**src/rtl/stark_pkg.sv**
```systemverilog
// stark_pkg: shared types for branch-miss recovery.
// Holds address/index widths and the recovery-state encoding.
package stark_pkg;
  localparam int PC_W  = 32;
  localparam int ROB_W = 6;
  localparam int CP_W  = 4;
  typedef logic [PC_W-1:0]  pc_address_t;
  typedef logic [ROB_W-1:0] rob_ndx_t;
  typedef logic [CP_W-1:0]  checkpt_ndx_t;
  typedef enum logic [1:0] {ST_IDLE, ST_FLUSH, ST_RESTORE, ST_REDIRECT} recover_state_t;
endpackage

```
**src/rtl/stark_rob_age_cmp.sv**
```systemverilog
// stark_rob_age_cmp: combinational ROB age comparator.
// Ports: head (ROB head), a/b (indices), a_older (age(a) < age(b)).
// Age is the distance from head, wrapping modulo the ROB depth.
module stark_rob_age_cmp
  import stark_pkg::*;
#(
  parameter int ROB_ENTRIES = 64
) (
  input  rob_ndx_t head,
  input  rob_ndx_t a,
  input  rob_ndx_t b,
  output logic     a_older
);
  localparam rob_ndx_t MASK = rob_ndx_t'(ROB_ENTRIES - 1);
  rob_ndx_t age_a, age_b;
  always_comb begin
    age_a   = (a - head) & MASK;
    age_b   = (b - head) & MASK;
    a_older = age_a < age_b;
  end
endmodule

```
**src/rtl/stark_branchmiss_recover.sv**
```systemverilog
// stark_branchmiss_recover: branch-miss recovery sequencer.
// Ports: miss_* (miss pulse + payload), rob_head (age reference),
// flush/flush_rob, restore_req/restore_cp/restore_ack,
// redirect_v/redirect_pc/redirect_rdy, busy (dispatch stall),
// miss_count (saturating accepted-miss count). rst is async active-low.
module stark_branchmiss_recover
  import stark_pkg::*;
#(
  parameter int FLUSH_CYCLES = 2,
  parameter int ROB_ENTRIES  = 64
) (
  input  logic         clk,
  input  logic         rst,
  input  logic         miss_flag,
  input  pc_address_t  miss_pc,
  input  rob_ndx_t     miss_rob,
  input  checkpt_ndx_t miss_cp,
  input  rob_ndx_t     rob_head,
  output logic         flush,
  output rob_ndx_t     flush_rob,
  output logic         restore_req,
  output checkpt_ndx_t restore_cp,
  input  logic         restore_ack,
  output logic         redirect_v,
  output pc_address_t  redirect_pc,
  input  logic         redirect_rdy,
  output logic         busy,
  output logic [15:0]  miss_count
);
  recover_state_t state_q, state_d;
  logic [3:0]     cnt_q, cnt_d;
  rob_ndx_t       flush_rob_q, flush_rob_d;
  checkpt_ndx_t   restore_cp_q, restore_cp_d;
  pc_address_t    redirect_pc_q, redirect_pc_d;
  logic [15:0]    miss_count_q, miss_count_d;
  logic           flush_q, flush_d, restore_req_q, restore_req_d;
  logic           redirect_v_q, redirect_v_d, busy_q, busy_d;
  logic           miss_older, accept;

  stark_rob_age_cmp #(.ROB_ENTRIES(ROB_ENTRIES)) u_age (
    .head    (rob_head),
    .a       (miss_rob),
    .b       (flush_rob_q),
    .a_older (miss_older)
  );

  // An accepted miss (from idle, or an older one preempting) outranks any ack/rdy this cycle.
  always_comb begin
    state_d       = state_q;
    cnt_d         = cnt_q;
    flush_rob_d   = flush_rob_q;
    restore_cp_d  = restore_cp_q;
    redirect_pc_d = redirect_pc_q;
    accept        = miss_flag && (state_q == ST_IDLE || miss_older);
    if (accept) begin
      state_d       = ST_FLUSH;
      cnt_d         = 4'(FLUSH_CYCLES - 1);
      flush_rob_d   = miss_rob;
      restore_cp_d  = miss_cp;
      redirect_pc_d = miss_pc;
    end else if (state_q == ST_FLUSH) begin
      state_d = (cnt_q == 4'd0) ? ST_RESTORE : ST_FLUSH;
      cnt_d   = (cnt_q == 4'd0) ? 4'd0 : cnt_q - 4'd1;
    end else if (state_q == ST_RESTORE && restore_ack) begin
      state_d = ST_REDIRECT;
    end else if (state_q == ST_REDIRECT && redirect_rdy) begin
      state_d = ST_IDLE;
    end
    miss_count_d  = (accept && miss_count_q != 16'hFFFF) ? miss_count_q + 16'd1 : miss_count_q;
    flush_d       = state_d == ST_FLUSH;
    restore_req_d = state_d == ST_RESTORE;
    redirect_v_d  = state_d == ST_REDIRECT;
    busy_d        = state_d != ST_IDLE;
  end

  always_ff @(posedge clk or negedge rst) begin
    if (!rst) begin
      state_q       <= ST_IDLE;
      cnt_q         <= '0;
      flush_rob_q   <= '0;
      restore_cp_q  <= '0;
      redirect_pc_q <= '0;
      miss_count_q  <= '0;
      flush_q       <= 1'b0;
      restore_req_q <= 1'b0;
      redirect_v_q  <= 1'b0;
      busy_q        <= 1'b0;
    end else begin
      state_q       <= state_d;
      cnt_q         <= cnt_d;
      flush_rob_q   <= flush_rob_d;
      restore_cp_q  <= restore_cp_d;
      redirect_pc_q <= redirect_pc_d;
      miss_count_q  <= miss_count_d;
      flush_q       <= flush_d;
      restore_req_q <= restore_req_d;
      redirect_v_q  <= redirect_v_d;
      busy_q        <= busy_d;
    end
  end

  assign flush       = flush_q;
  assign flush_rob   = flush_rob_q;
  assign restore_req = restore_req_q;
  assign restore_cp  = restore_cp_q;
  assign redirect_v  = redirect_v_q;
  assign redirect_pc = redirect_pc_q;
  assign busy        = busy_q;
  assign miss_count  = miss_count_q;
endmodule

```
**config.mk**
```make
export PLATFORM = sky130hd
export DESIGN_NAME = stark_branchmiss_recover
export DESIGN_NICKNAME = d
export VERILOG_FILES = /design/src/rtl/stark_pkg.sv /design/src/rtl/stark_rob_age_cmp.sv /design/src/rtl/stark_branchmiss_recover.sv
export SDC_FILE = /design/constraint.sdc
export NUM_CORES = 1
export LEC_CHECK = 0
export CORE_AREA = 2 2 101 103
export CTS_BUF_LIST = sky130_fd_sc_hd__clkbuf_16
export CTS_CLUSTER_SIZE = 12
export DETAILED_ROUTE_END_ITERATION = 16
export DIE_AREA = 0 0 103 105
export PLACE_DENSITY = 0.65
export SLEW_MARGIN = 30
export SYNTH_ARGS = -nofsm -noshare
export SYNTH_HDL_FRONTEND = slang
export SYNTH_SLANG_ARGS = --single-unit
export TNS_END_PERCENT = 30
```
**constraint.sdc**
```tcl
create_clock -name clk -period 3.9 [get_ports clk]
set_input_delay 0.78 -clock clk [delete_from_list [all_inputs] [get_ports clk]]
set_output_delay 0.78 -clock clk [all_outputs]
set_load 0.1 [all_outputs]
```
==> impl_results.html, run 1 <==
<table>
<tr><th>Metric</th><th>Value</th></tr>
<tr><th colspan="2">Worst setup path</th></tr>
<tr><td>RR Endpoint</td><td>redirect_pc[24]$_DFFE_PN0P_</td></tr>
<tr><td>Data arrival time of the worst path</td><td>3.97 ns</td></tr>
<tr><td>Worst-case register-to-register setup slack</td><td>0.68 ns</td></tr>
<tr><td>Termination of the worst setup path</td><td>redirect_pc[24]$_DFFE_PN0P_</td></tr>
<tr><td>Category of the critical setup timing path</td><td>in -&gt; reg</td></tr>
<tr><td>Req. time, crit path</td><td>4.11 ns</td></tr>
<tr><td>Largest driver fanout on the critical path</td><td>8</td></tr>
<tr><td>Critical path endpoint category</td><td>flop</td></tr>
<tr><td>Launch point of the worst path</td><td>rob_head[1]</td></tr>
<tr><td>Cell count of the worst reg-to-reg path</td><td>13</td></tr>
<tr><td>FF-to-FF Start</td><td>flush_rob[1]$_DFFE_PN0P_</td></tr>
<tr><td>Kind of launch point of the worst setup path</td><td>primary input</td></tr>
<tr><th colspan="2">Clock network</th></tr>
<tr><td>Number of buffers added to fix hold violations after cts</td><td>0</td></tr>
<tr><td>Buffer levels on the longest clock path</td><td>2</td></tr>
<tr><td>Root buffer cell</td><td>clkbuf_16</td></tr>
<tr><td>H-tree levels</td><td>3</td></tr>
<tr><td>Clock buffer count from CTS</td><td>9</td></tr>
<tr><td># clock sinks</td><td>68</td></tr>
<tr><td>Clock latency reported for the late side of the worst-skew pair</td><td>0.32 ns</td></tr>
<tr><td>Clock transition time at the flip-flop clock pins of the worst setup and hold paths</td><td>0.05 ns</td></tr>
<tr><td>Clock tree from TritonCTS</td><td>done</td></tr>
<tr><th colspan="2">Detailed routing</th></tr>
<tr><td>Post-route DRC</td><td>0</td></tr>
<tr><td>Count of vias placed by the detailed router</td><td>2624</td></tr>
<tr><td>Total wire length</td><td>7.66 mm</td></tr>
<tr><td>Met1 WL</td><td>3.41 mm</td></tr>
<tr><td>Number of iterations in the first detailed-routing pass</td><td>4</td></tr>
<tr><td>Number of routed nets with antenna violations</td><td>0</td></tr>
<tr><td>Length of routed met2 wiring</td><td>3.62 mm</td></tr>
<tr><td>Wire length on met3</td><td>526 um</td></tr>
<tr><td>Detailed-route wire length per cell</td><td>13.5 um</td></tr>
<tr><td>Top layer reached by signal wires</td><td>met4</td></tr>
<tr><td>Violation count after the first detailed-route iteration</td><td>76</td></tr>
<tr><td>Via density</td><td>4.63</td></tr>
<tr><th colspan="2">Logic synthesis</th></tr>
<tr><td>Flip-flop cell with the highest count after synthesis</td><td>dfrtp_1</td></tr>
<tr><td>Number of synthesized flops with an enable pin</td><td>0</td></tr>
<tr><td>Flop and latch count out of synthesis</td><td>68</td></tr>
<tr><td>Netlist area before placement</td><td>3340 um2</td></tr>
<tr><td>Mean cell area of the mapped netlist</td><td>11.8 um2</td></tr>
<tr><td>Share of the yosys chip area belonging to registers</td><td>50.9%</td></tr>
<tr><td>Post-Syn Nets</td><td>356</td></tr>
<tr><td>Post-Synthesis Cells</td><td>283</td></tr>
<tr><td>Number of warning messages in the yosys log</td><td>0</td></tr>
<tr><td>Count of different cell masters after synthesis</td><td>40</td></tr>
<tr><td>Post-synth ARST share</td><td>100%</td></tr>
<tr><th colspan="2">Hold path</th></tr>
<tr><td>Path category of the worst min-delay check</td><td>in -&gt; async</td></tr>
<tr><th colspan="2">STA</th></tr>
<tr><td>Post-route clock period utilization</td><td>96.6%</td></tr>
<tr><td>Final setup violation count</td><td>0</td></tr>
<tr><td>Transition time at the pin with the least slew margin</td><td>1.02 ns</td></tr>
<tr><td>Max Clk Rate</td><td>265 MHz</td></tr>
<tr><td>Final Slew Violations</td><td>0</td></tr>
<tr><td>Minimum period implied by the final worst setup slack</td><td>3.77 ns</td></tr>
<tr><td>Tightest slew margin relative to the limit</td><td>31.6%</td></tr>
<tr><td>Count of endpoints failing hold in the final timing report</td><td>0</td></tr>
<tr><td>Worst clock skew</td><td>0.00844 ns</td></tr>
<tr><th colspan="2">Global route</th></tr>
<tr><td>Pin count of the biggest net entering global routing</td><td>37</td></tr>
<tr><td>Total gr overflow</td><td>0</td></tr>
<tr><td>Number of antenna violations at the first check in global routing</td><td>0</td></tr>
<tr><td>Vias in the first global route</td><td>2680</td></tr>
<tr><td>Global-route usage over all layers</td><td>14.5%</td></tr>
<tr><td>Wire length of the first global-routing pass</td><td>12.4 mm</td></tr>
<tr><th colspan="2">Die</th></tr>
<tr><td>Num ports</td><td>115</td></tr>
<tr><td>Core area</td><td>9640 um2</td></tr>
<tr><td>Placement row count</td><td>36</td></tr>
<tr><td>Die width</td><td>103 um</td></tr>
<tr><td>Full die area</td><td>10800 um2</td></tr>
<tr><td>Effective utilization at floorplan</td><td>34.7%</td></tr>
<tr><td>Height of the die</td><td>105 um</td></tr>
<tr><th colspan="2">Final layout</th></tr>
<tr><td>Highest-count cells in the layout ignoring fill and taps</td><td>clkdlybuf4s50_1 (113), dfrtp_1 (68), mux2_2 (42), buf_4 (22), nor2_1 (19)</td></tr>
<tr><td>Layout overhead on the synthesized area</td><td>56.6%</td></tr>
<tr><td>Most common cell after layout, fill and taps aside</td><td>clkdlybuf4s50_1</td></tr>
<tr><td>Post-route cell area</td><td>5240 um2</td></tr>
<tr><td>Proportion of layout cells with a drive suffix above 1</td><td>23.0%</td></tr>
<tr><td>Filler cell count in the final layout</td><td>859</td></tr>
<tr><td>Non-filler instance count after layout</td><td>567</td></tr>
<tr><td>Number of nets in the finished design</td><td>503</td></tr>
<tr><td>Number of antenna repair diodes</td><td>0</td></tr>
<tr><th colspan="2">Placement</th></tr>
<tr><td>Routability congestion estimate from global placement</td><td>0.806</td></tr>
<tr><td>Cell area after placement</td><td>4820 um2</td></tr>
<tr><td>HPWL reported at the end of detailed placement</td><td>5.69 mm</td></tr>
<tr><td>PortBufs</td><td>114</td></tr>
<tr><td>Dpl cells</td><td>547</td></tr>
<tr><th colspan="2">Job</th></tr>
<tr><td>Max Cap Violations</td><td>0</td></tr>
<tr><th colspan="2">Outcome</th></tr>
<tr><td>Outcome</td><td>finished, final reports clean</td></tr>
</table>
-- cells by family (layout without fill, tap and decap cells) --
kind of cell / after synthesis / in the layout / share of synthesized area [%]
simple gates: 82 / 82 / 13.0
flops: 68 / 68 / 50.9
mux: 45 / 45 / 15.1
compound gates: 28 / 28 / 5.31
buf+inv: 22 / 173 / 3.03
fa+ha+maj: 20 / 20 / 7.93
xor+xnor: 18 / 18 / 4.72
-- area by class of cell --
| type | count | area (um2) | area share (%) |
|---|---|---|---|
| clock inverters | 6 | 65.1 | 1.24 |
| multi-input cells | 193 | 1600 | 30.5 |
| flip-flops and latches | 68 | 1700 | 32.5 |
| inverters | 15 | 56.3 | 1.08 |
| well taps | 133 | 166 | 3.18 |
| clock buffers | 9 | 225 | 4.30 |
| repair buffers | 143 | 1430 | 27.2 |
-- synth_stat cells, types with 2 or more instances --
master / instances / area share, %
nand2b_1: 5 / 0.94
and2_1: 4 / 0.75
nor3b_1: 2 / 0.45
o31ai_1: 2 / 0.45
nand4_1: 8 / 1.5
o21ai_0: 9 / 1.3
nor3_1: 2 / 0.30
buf_2: 3 / 0.45
nand3b_1: 2 / 0.45
fa_1: 2 / 1.2
nor2b_1: 5 / 0.94
ha_1: 18 / 6.7
nand2_1: 16 / 1.8
mux2_2: 42 / 14
buf_4: 4 / 0.90
or3_1: 2 / 0.37
nor4_1: 2 / 0.37
dfrtp_1: 68 / 51
inv_1: 15 / 1.7
a21oi_1: 10 / 1.5
nor2_1: 19 / 2.1
xnor2_1: 13 / 3.4
nand3_1: 8 / 1.2
xor2_1: 5 / 1.3
mux2_1: 2 / 0.67
-- critical path, stage by stage --
cell	delay, ns
clkdlybuf4s50_1	0.45
inv_1	0.06
ha_1	0.28
nor2b_2	0.15
o21ai_1	0.20
a21oi_2	0.12
nor4_2	0.18
a311oi_2	0.07
ha_1	0.33
o211a_1	0.12
and2_1	0.18
a221oi_4	0.36
buf_12	0.19
clkbuf_16	0.15
mux2_2	0.33
-- per-stage QoR --
stage / hold slack (ns) / setup slack (ns) / TNS, ns / util [%]
floorplan: 0.484 / 0.233 / 0 / -
global placement: 0.489 / -0.326 / -14.07 / 50.0
detailed placement: 0.494 / -0.380 / -17.26 / 50.0
CTS: 0.507 / 0.0419 / 0 / 53.0
global route: 0.519 / -0.00624 / -0.0269 / 54.3
finish: 0.502 / 0.133 / 0 / 54.3
-- sequential cells by signal, summed over array words and instances, names as in the netlist --
register     cells
busy             1
cnt_q            4
flush            1
flush_rob        6
miss_count      16
redirect_pc     32
redirect_v       1
restore_cp       4
restore_req      1
state_q          2
-- worst min path at each step --
| stage | startpoint | to | slack (ns) | cells after the start |
|---|---|---|---|---|
| floorplan | rst | busy$_DFF_PN0_ | 0.48 | 0 |
| global placement | restore_cp[1]$_DFFE_PN0P_ | restore_cp[1]$_DFFE_PN0P_ | 0.49 | 1 |
| detailed placement | redirect_pc[21]$_DFFE_PN0P_ | redirect_pc[21]$_DFFE_PN0P_ | 0.49 | 1 |
| CTS | redirect_pc[19]$_DFFE_PN0P_ | redirect_pc[19]$_DFFE_PN0P_ | 0.51 | 1 |
| global route | redirect_pc[15]$_DFFE_PN0P_ | redirect_pc[15]$_DFFE_PN0P_ | 0.52 | 1 |
| finish | rst | flush_rob[5]$_DFFE_PN0P_ | 0.50 | 1 |
-- per-layer routing --
metal  global-route usage (%)  vias up
li1                         -     1296
met1                     18.4     1244
met2                     22.5       74
met3                     5.02       10
met4                     5.45        0
met5                        0        -
-- repair_timing --
action	in CTS	in global routing
gates resized for setup	1	18
setup buffers	0	3
setup endpoints to repair	31	50
cloned	0	2
pin swaps	0	5
Power of run 1 is not shown: default switching activity piles up to over one toggle a cycle in this logic, so the estimate is an artifact.
==> run 2, diff against run 1 <==
--- a/config.mk
+++ b/config.mk
@@ -5,6 +5,7 @@
 export SDC_FILE = /design/constraint.sdc
 export NUM_CORES = 1
 export LEC_CHECK = 0
+export CAP_MARGIN = 20
 export CORE_AREA = 2 2 101 103
 export CTS_BUF_LIST = sky130_fd_sc_hd__clkbuf_16
 export CTS_CLUSTER_SIZE = 12
==> results of run 2 <==
Same layout as run 1: the final DEF is identical, and so are final timing and power.
Power of run 2 is left out for the same reason.
